<file path="src/rtl/alu_pkg.sv">
// Shared encodings for the ALU sequencer: FSM states, opcodes and ALU selector constants.
package alu_pkg;

  typedef enum logic [1:0] {
    S_IDLE = 2'b00,
    S_LOAD = 2'b01,
    S_EXEC = 2'b10,
    S_RESP = 2'b11
  } state_e;

  localparam logic [2:0] OP_AND     = 3'd0;
  localparam logic [2:0] OP_OR      = 3'd1;
  localparam logic [2:0] OP_NOT     = 3'd2;
  localparam logic [2:0] OP_XOR     = 3'd3;
  localparam logic [2:0] OP_ADD     = 3'd4;
  localparam logic [2:0] OP_SUB     = 3'd5;
  localparam logic [2:0] OP_MULT    = 3'd6;
  localparam logic [2:0] OP_ILLEGAL = 3'd7;

  localparam logic [2:0] IN_SEL_RESET   = 3'b001;
  localparam logic [2:0] IN_SEL_LOAD    = 3'b010;
  localparam logic [2:0] IN_SEL_PERSIST = 3'b100;

  localparam logic [6:0] OUT_SEL_NONE = 7'b000_0000;

  function automatic logic [6:0] op_onehot(input logic [2:0] op);
    logic [6:0] sel;
    sel = OUT_SEL_NONE;
    if (op != OP_ILLEGAL) sel = 7'b000_0001 << op;
    return sel;
  endfunction

  // Only SUB and MULT report a meaningful overflow from the ALU.
  function automatic logic op_has_err(input logic [2:0] op);
    return (op == OP_SUB) || (op == OP_MULT);
  endfunction

endpackage

</file>
<file path="src/rtl/alu_sequencer_if.sv">
// Requester command and response bus of the ALU sequencer.
interface alu_sequencer_if #(parameter int WIDTH = 8);
  logic             req0_valid;
  logic             req1_valid;
  logic [2:0]       req0_op;
  logic [2:0]       req1_op;
  logic [WIDTH-1:0] req0_a;
  logic [WIDTH-1:0] req0_b;
  logic [WIDTH-1:0] req1_a;
  logic [WIDTH-1:0] req1_b;
  logic             req0_ready;
  logic             req1_ready;
  logic             rsp_valid;
  logic             rsp_id;
  logic [WIDTH-1:0] rsp_data;
  logic             rsp_err;

  modport master (
    output req0_valid, req1_valid, req0_op, req1_op,
    output req0_a, req0_b, req1_a, req1_b,
    input  req0_ready, req1_ready,
    input  rsp_valid, rsp_id, rsp_data, rsp_err
  );

  modport slave (
    input  req0_valid, req1_valid, req0_op, req1_op,
    input  req0_a, req0_b, req1_a, req1_b,
    output req0_ready, req1_ready,
    output rsp_valid, rsp_id, rsp_data, rsp_err
  );
endinterface

</file>
<file path="src/rtl/rr_arb2.sv">
// Two-way round-robin arbiter; the pointer remembers the last winner and moves only on update.
module rr_arb2 (
  input  logic       clk,
  input  logic       rst,
  input  logic [1:0] req,
  input  logic       update,
  output logic [1:0] gnt
);

  logic last_q, last_d;

  always_comb begin
    gnt = 2'b00;
    case (req)
      2'b01:   gnt = 2'b01;
      2'b10:   gnt = 2'b10;
      2'b11:   gnt = last_q ? 2'b01 : 2'b10;
      default: gnt = 2'b00;
    endcase
    last_d = last_q;
    if (update) last_d = gnt[1];
  end

  // Reset as if req1 just won, so req0 is favoured first.
  always_ff @(posedge clk) begin
    if (rst) last_q <= 1'b1;
    else     last_q <= last_d;
  end

endmodule

</file>
<file path="src/rtl/alu_sequencer.sv">
// Arbitrates two requesters and steps an external ALU through load/execute, then returns one response.
//   state  | meaning
//   S_IDLE | waiting for a command, ready granted combinationally
//   S_LOAD | operands presented to the ALU with the load selector
//   S_EXEC | opcode one-hot driven, ALU result captured at cycle end
//   S_RESP | one-cycle response strobe
module alu_sequencer
  import alu_pkg::*;
#(
  parameter int WIDTH = 8
) (
  input  logic             clk,
  input  logic             rst,
  alu_sequencer_if.slave   bus,
  output logic [2:0]       alu_in_selector,
  output logic [WIDTH-1:0] alu_num1,
  output logic [WIDTH-1:0] alu_num2,
  output logic [6:0]       alu_out_selector,
  input  logic [WIDTH-1:0] alu_result,
  input  logic             alu_err,
  output logic             busy
);

  state_e           state_q, state_d;
  logic [2:0]       op_q, op_d;
  logic             id_q, id_d;
  logic [WIDTH-1:0] num1_q, num1_d;
  logic [WIDTH-1:0] num2_q, num2_d;
  logic [WIDTH-1:0] res_q, res_d;
  logic             err_q, err_d;
  logic [1:0]       req_vld;
  logic [1:0]       gnt;
  logic             hs;

  assign req_vld = {bus.req1_valid, bus.req0_valid} & {2{(state_q == S_IDLE) && !rst}};
  assign hs      = |gnt;

  rr_arb2 u_arb (
    .clk    (clk),
    .rst    (rst),
    .req    (req_vld),
    .update (hs),
    .gnt    (gnt)
  );

  always_ff @(posedge clk) begin
    if (rst) begin
      state_q <= S_IDLE;
      op_q    <= '0;
      id_q    <= 1'b0;
      num1_q  <= '0;
      num2_q  <= '0;
      res_q   <= '0;
      err_q   <= 1'b0;
    end else begin
      state_q <= state_d;
      op_q    <= op_d;
      id_q    <= id_d;
      num1_q  <= num1_d;
      num2_q  <= num2_d;
      res_q   <= res_d;
      err_q   <= err_d;
    end
  end

  always_comb begin
    state_d = state_q;
    op_d    = op_q;
    id_d    = id_q;
    num1_d  = num1_q;
    num2_d  = num2_q;
    res_d   = res_q;
    err_d   = err_q;
    case (state_q)
      S_IDLE: begin
        if (hs) begin
          id_d = gnt[1];
          op_d = gnt[1] ? bus.req1_op : bus.req0_op;
          // Illegal ops skip the ALU entirely, so the operand registers keep their old values.
          if (op_d == OP_ILLEGAL) begin
            state_d = S_RESP;
          end else begin
            state_d = S_LOAD;
            num1_d  = gnt[1] ? bus.req1_a : bus.req0_a;
            num2_d  = gnt[1] ? bus.req1_b : bus.req0_b;
          end
        end
      end
      S_LOAD: state_d = S_EXEC;
      S_EXEC: begin
        res_d   = alu_result;
        err_d   = alu_err;
        state_d = S_RESP;
      end
      S_RESP:  state_d = S_IDLE;
      default: state_d = S_IDLE;
    endcase
  end

  always_comb begin
    bus.req0_ready   = gnt[0];
    bus.req1_ready   = gnt[1];
    bus.rsp_valid    = 1'b0;
    bus.rsp_id       = 1'b0;
    bus.rsp_data     = '0;
    bus.rsp_err      = 1'b0;
    alu_in_selector  = IN_SEL_PERSIST;
    alu_out_selector = OUT_SEL_NONE;
    alu_num1         = num1_q;
    alu_num2         = num2_q;
    busy             = (state_q != S_IDLE);
    case (state_q)
      S_LOAD: alu_in_selector = IN_SEL_LOAD;
      S_EXEC: alu_out_selector = op_onehot(op_q);
      S_RESP: begin
        bus.rsp_valid = 1'b1;
        bus.rsp_id    = id_q;
        if (op_q == OP_ILLEGAL) begin
          bus.rsp_err = 1'b1;
        end else begin
          bus.rsp_data = res_q;
          bus.rsp_err  = op_has_err(op_q) & err_q;
        end
      end
      default: ;
    endcase
    if (rst) begin
      bus.rsp_valid    = 1'b0;
      bus.rsp_id       = 1'b0;
      bus.rsp_data     = '0;
      bus.rsp_err      = 1'b0;
      alu_in_selector  = IN_SEL_RESET;
      alu_out_selector = OUT_SEL_NONE;
      alu_num1         = '0;
      alu_num2         = '0;
      busy             = 1'b0;
    end
  end

endmodule

</file>
<file path="src/flat_wrapper.sv">
// flat-port wrapper written by rule: the top's interface ports become plain ports
module alu_sequencer_flat import alu_pkg::*;
#(
  parameter int WIDTH = 8
)
  (clk, rst, alu_in_selector, alu_num1, alu_num2, alu_out_selector, alu_result, alu_err, busy, bus_req0_valid, bus_req1_valid, bus_req0_op, bus_req1_op, bus_req0_a, bus_req0_b, bus_req1_a, bus_req1_b, bus_req0_ready, bus_req1_ready, bus_rsp_valid, bus_rsp_id, bus_rsp_data, bus_rsp_err);
  alu_sequencer_if #(.WIDTH(WIDTH)) bus_i ();
  input  logic clk;
  input  logic rst;
  output logic [2:0] alu_in_selector;
  output logic [WIDTH-1:0] alu_num1;
  output logic [WIDTH-1:0] alu_num2;
  output logic [6:0] alu_out_selector;
  input  logic [WIDTH-1:0] alu_result;
  input  logic alu_err;
  output logic busy;
  input wire logic [$bits(bus_i.req0_valid)-1:0] bus_req0_valid;
  input wire logic [$bits(bus_i.req1_valid)-1:0] bus_req1_valid;
  input wire logic [$bits(bus_i.req0_op)-1:0] bus_req0_op;
  input wire logic [$bits(bus_i.req1_op)-1:0] bus_req1_op;
  input wire logic [$bits(bus_i.req0_a)-1:0] bus_req0_a;
  input wire logic [$bits(bus_i.req0_b)-1:0] bus_req0_b;
  input wire logic [$bits(bus_i.req1_a)-1:0] bus_req1_a;
  input wire logic [$bits(bus_i.req1_b)-1:0] bus_req1_b;
  output wire logic [$bits(bus_i.req0_ready)-1:0] bus_req0_ready;
  output wire logic [$bits(bus_i.req1_ready)-1:0] bus_req1_ready;
  output wire logic [$bits(bus_i.rsp_valid)-1:0] bus_rsp_valid;
  output wire logic [$bits(bus_i.rsp_id)-1:0] bus_rsp_id;
  output wire logic [$bits(bus_i.rsp_data)-1:0] bus_rsp_data;
  output wire logic [$bits(bus_i.rsp_err)-1:0] bus_rsp_err;
  assign bus_i.req0_valid = bus_req0_valid;
  assign bus_i.req1_valid = bus_req1_valid;
  assign bus_i.req0_op = bus_req0_op;
  assign bus_i.req1_op = bus_req1_op;
  assign bus_i.req0_a = bus_req0_a;
  assign bus_i.req0_b = bus_req0_b;
  assign bus_i.req1_a = bus_req1_a;
  assign bus_i.req1_b = bus_req1_b;
  assign bus_req0_ready = bus_i.req0_ready;
  assign bus_req1_ready = bus_i.req1_ready;
  assign bus_rsp_valid = bus_i.rsp_valid;
  assign bus_rsp_id = bus_i.rsp_id;
  assign bus_rsp_data = bus_i.rsp_data;
  assign bus_rsp_err = bus_i.rsp_err;
  alu_sequencer #(.WIDTH(WIDTH)) u_core (.clk(clk), .rst(rst), .bus(bus_i), .alu_in_selector(alu_in_selector), .alu_num1(alu_num1), .alu_num2(alu_num2), .alu_out_selector(alu_out_selector), .alu_result(alu_result), .alu_err(alu_err), .busy(busy));
endmodule
</file>
<file path="config.mk">
export PLATFORM = sky130hd
export DESIGN_NAME = alu_sequencer_flat
export DESIGN_NICKNAME = d
export VERILOG_FILES = /design/src/rtl/alu_pkg.sv /design/src/rtl/alu_sequencer_if.sv /design/src/rtl/rr_arb2.sv /design/src/rtl/alu_sequencer.sv /design/src/flat_wrapper.sv
export SDC_FILE = /design/constraint.sdc
export NUM_CORES = 1
export LEC_CHECK = 0
export CORE_MARGIN = 10
export CORE_UTILIZATION = 25
export CTS_CLUSTER_SIZE = 28
export DETAILED_ROUTE_END_ITERATION = 10
export SYNTH_ARGS = -nofsm -noshare
export SYNTH_HDL_FRONTEND = slang
export SYNTH_SLANG_ARGS = --single-unit
</file>
<file path="constraint.sdc">
create_clock -name clk -period 5.2 [get_ports clk]
set_input_delay 1.04 -clock clk [delete_from_list [all_inputs] [get_ports clk]]
set_output_delay 1.04 -clock clk [all_outputs]
set_load 0.005 [all_outputs]
</file>
==> metrics <==
Slew @ Worst Pin ~1000 ps; Worst Setup Start Kind input port; worst ir drop on vdd 0.1044 mV; r2r setup slk 2860 ps; pin count of the biggest net entering global routing 28; Resized Gates After CTS 0; initial cell density of the core 25.67%; Main synth FF type dfxtp_1; unrepaired setup endpoints after global routing false; Syn Nets 272; FP Rows 31; hold crit path type reg -> reg; die span in x ~110 µm; WHS Endpoint u_core.num1_q[3]; FF-to-FF Start u_core.state_q[1]; Design Area, Final around 2900 µm²; initial antenna violation count 0; CP Data Required Time 4160 ps; Async SR Flop Fraction 0%; core area between 7000 and 8000 µm²; CP Capture Type output pin; Yosys cell types 33; worst hold stages 2; Placed Cells between 300 and 400; IO Port Bufs 90; total wire length between 5000 and 6000 µm; first-pass GRT wire length roughly 9000 µm; Area Growth Syn to Fin 58.58%; critical hold path startpoint u_core.num1_q[3]; CTS tree yes; most frequent cells in the layout 90 x clkdlybuf4s50_1, 44 x mux2i_1, 32 x dfxtp_1, 22 x nand2_1, 21 x inv_1; Ys Warns 0; io pins between 90 and 100; worst skew pair latency 280 ps; status finished clean; Worst Clk Skew 6.485 ps; grt total ovfl 0; sequential area share after synthesis about a third; Vias ~1700; fin. max-slew vios 0; max cap viols 0; DIE HEIGHT around 110 µm; critical-path maximum fanout 17; Post-Syn Area approximately 1900 µm²; Avg Inst Size Synth 8.573 µm²; gr usage total a little under 10%; Placer Congestion roughly 0.79; Cell Area, Placed roughly 2800 µm²; drt drc 0; total inserted antenna cells 0; share of cells above drive strength 1 4.934%; Design Power approximately 0.94 mW; period utilization between 80% and 90%; # hold bufs at CTS 0; Worst-path clk slew 60 ps; Detail Placement HPWL approximately 4400 µm; synthesized instance count around 220; final hold violations 0; Routed Antenna Nets 0; routed length per instance 13.74 µm; Via density ~4.2; TritonCTS Buffers 5; P_leak around 1.2 nW; nets about 360; EDFF count, synth 0; fin crit period roughly 4400 ps; arrival time of the worst setup path about 3300 ps; DRT Pass-1 Iters 4; Root Driver clkbuf_8; DIE AREA ~11000 µm²; critical path class in -> out; Sink Count 32; Final TNS setup 0 ps; Worst slew margin between 30% and 40%; R2R Path End u_core.num2_q[3]; postcts setup bufs 0; CTS Buffer Depth 2; power per cell area about 320 nW/µm²; Final Non-Filler Cells around 400; H-tree depth 2; leading cell type in the layout, fill and taps excluded clkdlybuf4s50_1; synthesis-stage register bit count 32; cell depth of the worst flop-to-flop path 6; vias in the first global route about 1800; achievable clock frequency approximately 0.23 GHz; setup violators final 0; Iteration-0 DRC Markers 63
## registers in the layout, summed over array words and instances, names as in the netlist
signal	cells
u_core.res_q	8
u_core.op_q	3
u_core.id_q	1
u_core.state_q	2
u_core.num1_q	8
u_core.err_q	1
u_core.u_arb.last_q	1
u_core.num2_q	8
## report_power, final
group | leakage, nW | switching [mW] | internal (mW)
registers | 0.262 | 0.0345 | 0.304
logic | 0.848 | 0.173 | 0.196
clock network | 0.0552 | 0.0892 | 0.142
total | 1.16 | 0.297 | 0.642
## cells in the mapped netlist, types with 2 or more instances
cell type	instances	area (µm²)
nor2_1	20	75.07
o21ai_0	4	20.02
dfxtp_1	32	640.6
nand3b_1	2	15.01
nand2_1	22	82.58
inv_1	21	78.83
a211oi_1	3	22.52
a21oi_1	4	20.02
ha_1	5	62.56
mux2i_1	44	440.4
nor2b_1	19	118.9
nor4_1	2	12.51
buf_4	2	15.01
nand3_1	3	15.01
and2_1	9	56.30
clkbuf_1	7	26.28
## through the flow
stage | hold slack, ps | setup WS, ps | utilization, %
detailed placement | 460.5 | 757.3 | 39.21
floorplan | 443.0 | 2394 | -
CTS | 470.2 | 755.3 | 40.70
global route | 487.1 | 515.3 | 40.70
global placement | 454.2 | 850.5 | 39.21
finish | 464.6 | 819.9 | 40.70
## worst max path at each step
stage / slack [ps] / from / endpoint
after floorplan: 2390 / rst / bus_rsp_data[0]
after global placement: 850 / rst / bus_rsp_data[7]
after detailed placement: 760 / rst / bus_rsp_data[3]
after CTS: 760 / rst / bus_rsp_data[3]
after global routing: 520 / rst / bus_rsp_data[3]
final: 820 / rst / bus_rsp_data[3]
## metal layers
layer / part of all wire [%] / vias up / GRT usage, %
li1: - / 881 / -
met1: 45 / 766 / 11.27
met2: 47 / 51 / 16.70
met3: 8.1 / 0 / 4.650
met4: 0 / 0 / 0.8704
met5: 0 / - / 0
## cell type report
cell class | instances | area [µm²]
Clock buffer | 6 | 72.57
Clock inverter | 2 | 35.03
Fill cell | 745 | 4278
Inverter | 21 | 78.83
Multi-Input combinational cell | 151 | 1070
Sequential cell | 32 | 640.6
Tap cell | 99 | 123.9
Timing Repair Buffer | 92 | 915.9
## cell families after synthesis
family,Yosys count,synth area share [%]
flops,32,34.59
compound gates,18,6.487
buf+inv,33,8.040
simple gates,84,23.72
mux,44,23.78
fa+ha+maj,5,3.378
## worst max-delay path: stages
cell and delay [ps]:
clkdlybuf4s50_1 700, nor2b_1 360, inv_1 70, a31oi_1 440
and2_1 200, clkdlybuf4s50_1 510
Note: power is estimated with default switching activity, not from simulation.
==> RTL edit 1, RTL diff (config.mk and constraints unchanged) <==
`res_q` no longer has a reset.
--- a/src/rtl/alu_sequencer.sv
+++ b/src/rtl/alu_sequencer.sv
@@ -50,7 +50,6 @@
       id_q    <= 1'b0;
       num1_q  <= '0;
       num2_q  <= '0;
-      res_q   <= '0;
       err_q   <= 1'b0;
     end else begin
       state_q <= state_d;
@@ -58,9 +57,12 @@
       id_q    <= id_d;
       num1_q  <= num1_d;
       num2_q  <= num2_d;
-      res_q   <= res_d;
       err_q   <= err_d;
     end
+  end
+
+  always_ff @(posedge clk) begin
+    res_q <= res_d;
   end
 
   always_comb begin
Behaviour: same outputs for any inputs over 10 cycles, from zero or initial values and one cycle with rst high; that may be too few to reach the edited logic, so the function may still have changed.
==> RTL edit 1 against the unedited design <==
- clock skew decreased by 0.0020 ns
- via count decreased by 2.8%
- non-clock buffer count unchanged
- sequential cell count unchanged
- critical path depth decreased by 1
- global-route usage decreased by 0.74 points
- synthesized area decreased by 1.8%
- first-iteration DRC count decreased by 43%
- final area decreased by 1.9%
- fmax increased by 1.9%
- routed wire length decreased by 5.5%
- power decreased by 6.2%
- setup slack improved by 0.080 ns
- critical path type unchanged
==> RTL edit 1: results (changes against the unedited design) <==
Status -> complete, no violations (unchanged)
Crit-path slowest cell -> clkdlybuf4s50_1 (unchanged)
Global-route wire length before repair -> 8245 um (was 9025 um)
Peak supply drop -> 0.1028 mV (was 0.1044 mV)
Crit path max fanout -> 19 (was 17)
Seq/Total Area, Yosys -> 39.61% (was 34.59%)
Multi-input gate area -> 935.9 sq um (was 1070 sq um)
ClkCell Share -> 3.561% (was 3.664%)
Vias in the first global route -> 1638 (was 1783)
Clock Buffer Count -> 7 (was 6)
Pleak -> 1.162 nW (was 1.165 nW)
Worst Skew -> 0.004444 ns (was 0.006485 ns)
CTS Root Buffer Type -> clkbuf_8 (unchanged)
Register-to-register setup slack -> 3.09 ns (was 2.86 ns)
Synth Cell Area -> 1819 sq um (was 1852 sq um)
Share of cells above drive strength 1 -> 3.833% (was 4.934%)
Global Route met3 Usage -> 4.202% (was 4.650%)
GR Layer Usage met1 -> 10.65% (was 11.27%)
Sequential cell area share -> 25.01% (was 21.82%)
Post-Synthesis Cells -> 197 (was 216)
Worst Path Arrival -> 3.26 ns (was 3.34 ns)
Drt wl/cell -> 13.56 um (was 13.74 um)
DR pass1 iterations -> 4 (unchanged)
Layout net count -> 342 (was 359)
Non-CTS inverters -> 22 (was 21)
Grt met2 use -> 14.76% (was 16.70%)
Post-cts sizing count -> 0 (unchanged)
Final-layout fill cell count -> 704 (was 745)
Post-Place Cell Area -> 2779 sq um (was 2829 sq um)
Gr usage total -> 9.038% (was 9.778%)
Seq cells -> 32 (unchanged)
Synth area leaders -> dfxtp_1 26%, mux2i_1 20%, edfxtp_1 13% (was dfxtp_1 35%, mux2i_1 24%, nor2b_1 6.4%)
Synth cell count leaders -> 37 x mux2i_1, 24 x dfxtp_1, 22 x nand2_1, 21 x inv_1, 19 x nor2b_1 (was 44 x mux2i_1, 32 x dfxtp_1, 22 x nand2_1, 21 x inv_1, 20 x nor2_1)
Post-place setup slack -> 0.8473 ns (was 0.7573 ns)
Final period utilization -> 82.70% (was 84.23%)
GP Congestion -> 0.7266 (was 0.7919)
Non-Filler Instances -> 386 (was 403)
Placed insts -> 378 (was 395)
Final hold slack -> 0.4686 ns (was 0.4646 ns)
CP peak stage delay -> 0.76 ns (was 0.70 ns)
Multi-input gates -> 133 (was 151)
Initial DRC count -> 36 (was 63)
Sequential logic power -> 338 uW (was 339 uW)
Slew headroom -> 39.89% (was 31.36%)
Syn_nets -> 253 (was 272)
NonClk Buf Share -> 31.78% (was 31.19%)
[RTL edit 1: path summary, 6_finish.rpt]
path                                         from                  end  depth (start not counted)
worst min register to register   u_core.num2_q[7]     u_core.num2_q[7]                          2
worst min-delay path             u_core.num2_q[7]     u_core.num2_q[7]                          2
worst max-delay path                          rst  alu_out_selector[6]                          5
worst max register to register  u_core.state_q[1]     u_core.num1_q[7]                          6
[RTL edit 1: logic make-up (layout without fill, tap and decap cells)]
family	Yosys count	in the layout	synth area share [%]
adders and majority gates	6	6	3.989
muxes	37	37	20.36
buffers and inverters	32	122	8.941
and+or+nand+nor	76	76	21.53
DFF	32	32	39.61
AOI/OAI and AO/OA	14	14	5.571
[RTL edit 1: metal layers]
layer  routed length [um]  vias to the layer above
li1                     -                      833
met1                 2301                      745
met2                 2385                       67
met3                  515                        6
met4                   30                        0
met5                    0                        -
==> RTL edit 2, RTL diff (same settings) <==
Made on the original files. `WIDTH` is set to 8 in 3 places; all go to 6.
--- a/src/rtl/alu_sequencer_if.sv
+++ b/src/rtl/alu_sequencer_if.sv
@@ -1,5 +1,5 @@
 // Requester command and response bus of the ALU sequencer.
-interface alu_sequencer_if #(parameter int WIDTH = 8);
+interface alu_sequencer_if #(parameter int WIDTH = 6);
   logic             req0_valid;
   logic             req1_valid;
   logic [2:0]       req0_op;
--- a/src/rtl/alu_sequencer.sv
+++ b/src/rtl/alu_sequencer.sv
@@ -7,7 +7,7 @@
 module alu_sequencer
   import alu_pkg::*;
 #(
-  parameter int WIDTH = 8
+  parameter int WIDTH = 6
 ) (
   input  logic             clk,
   input  logic             rst,
--- a/src/flat_wrapper.sv
+++ b/src/flat_wrapper.sv
@@ -1,7 +1,7 @@
 // flat-port wrapper written by rule: the top's interface ports become plain ports
 module alu_sequencer_flat import alu_pkg::*;
 #(
-  parameter int WIDTH = 8
+  parameter int WIDTH = 6
 )
   (clk, rst, alu_in_selector, alu_num1, alu_num2, alu_out_selector, alu_result, alu_err, busy, bus_req0_valid, bus_req1_valid, bus_req0_op, bus_req1_op, bus_req0_a, bus_req0_b, bus_req1_a, bus_req1_b, bus_req0_ready, bus_req1_ready, bus_rsp_valid, bus_rsp_id, bus_rsp_data, bus_rsp_err);
   alu_sequencer_if #(.WIDTH(WIDTH)) bus_i ();
Interface: changed (8 resized); port bits go from 91 to 75. The function was not compared with the original's and may differ.
==> RTL edit 2 against the unedited design <==
- routed wire length decreased by 24%
- non-clock buffer count down 17
- sequential cell count is 6 lower
- sequential share of layout area rose by 0.057 points
- power shrank 28%
- setup slack gained 0.22 ns
- final area down 19%
- highest routed layer is now met4
- synthesized cell count down 16%
- register-to-register slack improved by 0.44 ns
- core utilization fell by 0.98 points
- synthesized area down 15%
- sequential power down 21%
- critical path type unchanged
- largest power group unchanged
==> RTL edit 2: results (changes against the unedited design) <==
Final WL -> 4185 um (was 5538 um)
Distinct cells, synth -> 32 (was 33)
Largest net degree at the start of global routing -> 30 (was 28)
Slew @ Worst Pin -> 0.6616 ns (was 1.026 ns)
Synth cell count leaders -> 35 x mux2i_1, 26 x dfxtp_1, 18 x inv_1, 18 x nand2_1, 18 x nor2_1 (was 44 x mux2i_1, 32 x dfxtp_1, 22 x nand2_1, 21 x inv_1, 20 x nor2_1)
Clk_lat worst skew -> 0.27 ns
Vias per inst -> 4.395 (was 4.213)
Worst Path Arrival -> 3.12 ns (was 3.34 ns)
Top delay family on crit path -> buffers and inverters (unchanged)
Crit-path slowest cell -> clkdlybuf4s50_1 (unchanged)
Crit path max fanout -> 29 (was 17)
Global-route wire length before repair -> 7100 um (was 9025 um)
Yosys warns -> 0 (unchanged)
Antenna violations before repair -> 0 (unchanged)
Largest registers -> u_core.num1_q (6), u_core.num2_q (6), u_core.res_q (6) (was u_core.num1_q (8), u_core.num2_q (8), u_core.res_q (8))
Peak supply drop -> 0.1188 mV (was 0.1044 mV)
ANT cells -> 0 (unchanged)
CTS H-tree lvls -> 1 (was 2)
Post-Synthesis Cells -> 181 (was 216)
Hold Crit Class -> flop to flop (unchanged)
Worst Skew -> 0.002159 ns (was 0.006485 ns)
DR pass1 iterations -> 4 (unchanged)
CP peak stage delay -> 0.61 ns (was 0.70 ns)
Status -> complete, no violations (unchanged)
Non-Filler Instances -> 324 (was 403)
Kind of critical path -> primary input to primary output (unchanged)
Vias in the first global route -> 1484 (was 1783)
Post-Place Cell Area -> 2338 sq um (was 2829 sq um)
Syn_nets -> 227 (was 272)
Setup bufs post-CTS -> 0 (unchanged)
Top routing layer used -> met4 (was met3)
Clock-pin slew on the worst setup and hold paths -> 0.08 ns (was 0.06 ns)
Routed wl met3 -> 533 um (was 451 um)
Final HPWL from detailed placement -> 3429 um (was 4420 um)
Pint -> 455.1 uW (was 642.5 uW)
GP Congestion -> 0.8007 (was 0.7919)
Share of cells above drive strength 1 -> 2.811% (was 4.934%)
Pleak -> 0.9774 nW (was 1.165 nW)
Gr usage total -> 8.407% (was 9.778%)
Post-cts sizing count -> 0 (unchanged)
Async SR Flop Fraction -> 0% (unchanged)
Synth Flop Type -> dfxtp_1 (unchanged)
Clk buf depth -> 2 (unchanged)
Post-place setup slack -> 0.9839 ns (was 0.7573 ns)
EDFF count, synth -> 0 (unchanged)
Layout net count -> 297 (was 359)
WL met2 -> 1785 um (was 2621 um)
IO buf count -> 74 (was 90)
Initial DRC count -> 42 (was 63)
Synth area leaders -> dfxtp_1 33%, mux2i_1 22%, inv_1 4.3% (was dfxtp_1 35%, mux2i_1 24%, nor2b_1 6.4%)
CTS Root Buffer Type -> clkbuf_8 (unchanged)
Seq/Total Area, Yosys -> 33.23% (was 34.59%)
Met1 WL -> 1819 um (was 2465 um)
Num CTS Buffers -> 3 (was 5)
## RTL edit 2: final timing paths
path                     start                   to  slack [ns]  depth (start not counted)
min           u_core.num1_q[4]     u_core.num1_q[4]        0.47                          2
max reg2reg  u_core.state_q[1]     u_core.num2_q[0]        3.30                          6
max                        rst  alu_out_selector[2]        1.04                          6
min reg2reg   u_core.num1_q[4]     u_core.num1_q[4]        0.47                          2
## RTL edit 2: logic make-up (layout without fill, tap and decap cells)
logic type | after synthesis | after routing | synth area share (%)
AND/OR/NAND/NOR | 72 | 72 | 24.04
multiplexers | 35 | 35 | 22.36
buffers and inverters | 28 | 96 | 9.584
flip-flops | 26 | 26 | 33.23
AO/OA/AOI/OAI | 14 | 14 | 6.151
adder cells (fa/ha/maj) | 6 | 6 | 4.633
## RTL edit 2: layout make-up
type	count	area, sq um
Clock buffer	3	41.29
Fill cell	623	3611
Inverter	18	67.56
Multi-Input combinational cell	127	895.9
Sequential cell	26	520.5
Tap cell	75	93.84
Timing Repair Buffer	75	760.7
## RTL edit 2: layer usage
metal	vias to the layer above	GRT usage, %
met5	-	0
met4	0	1.764
met3	9	4.913
met2	63	13.68
met1	616	9.288
li1	736	-
## RTL edit 2: worst register-to-register path: cells and delay by family (launching register included)
kind	cells	cell delay [ns]
muxes	1	0.26
AOI/OAI and AO/OA	1	0.12
adders and majority gates	1	0.26
buffers and inverters	1	0.12
DFF	1	0.33
and+or+nand+nor	2	0.73
## RTL edit 2: power by group through the flow
stage	registers (mW)	clock network, mW	logic [mW]
final	0.267	0.111	0.302
after global routing	0.273	0.125	0.342
after CTS	0.268	0.116	0.310
after detailed placement	0.272	0	0.308
after global placement	0.271	0	0.302
after floorplan	0.263	0	0.208
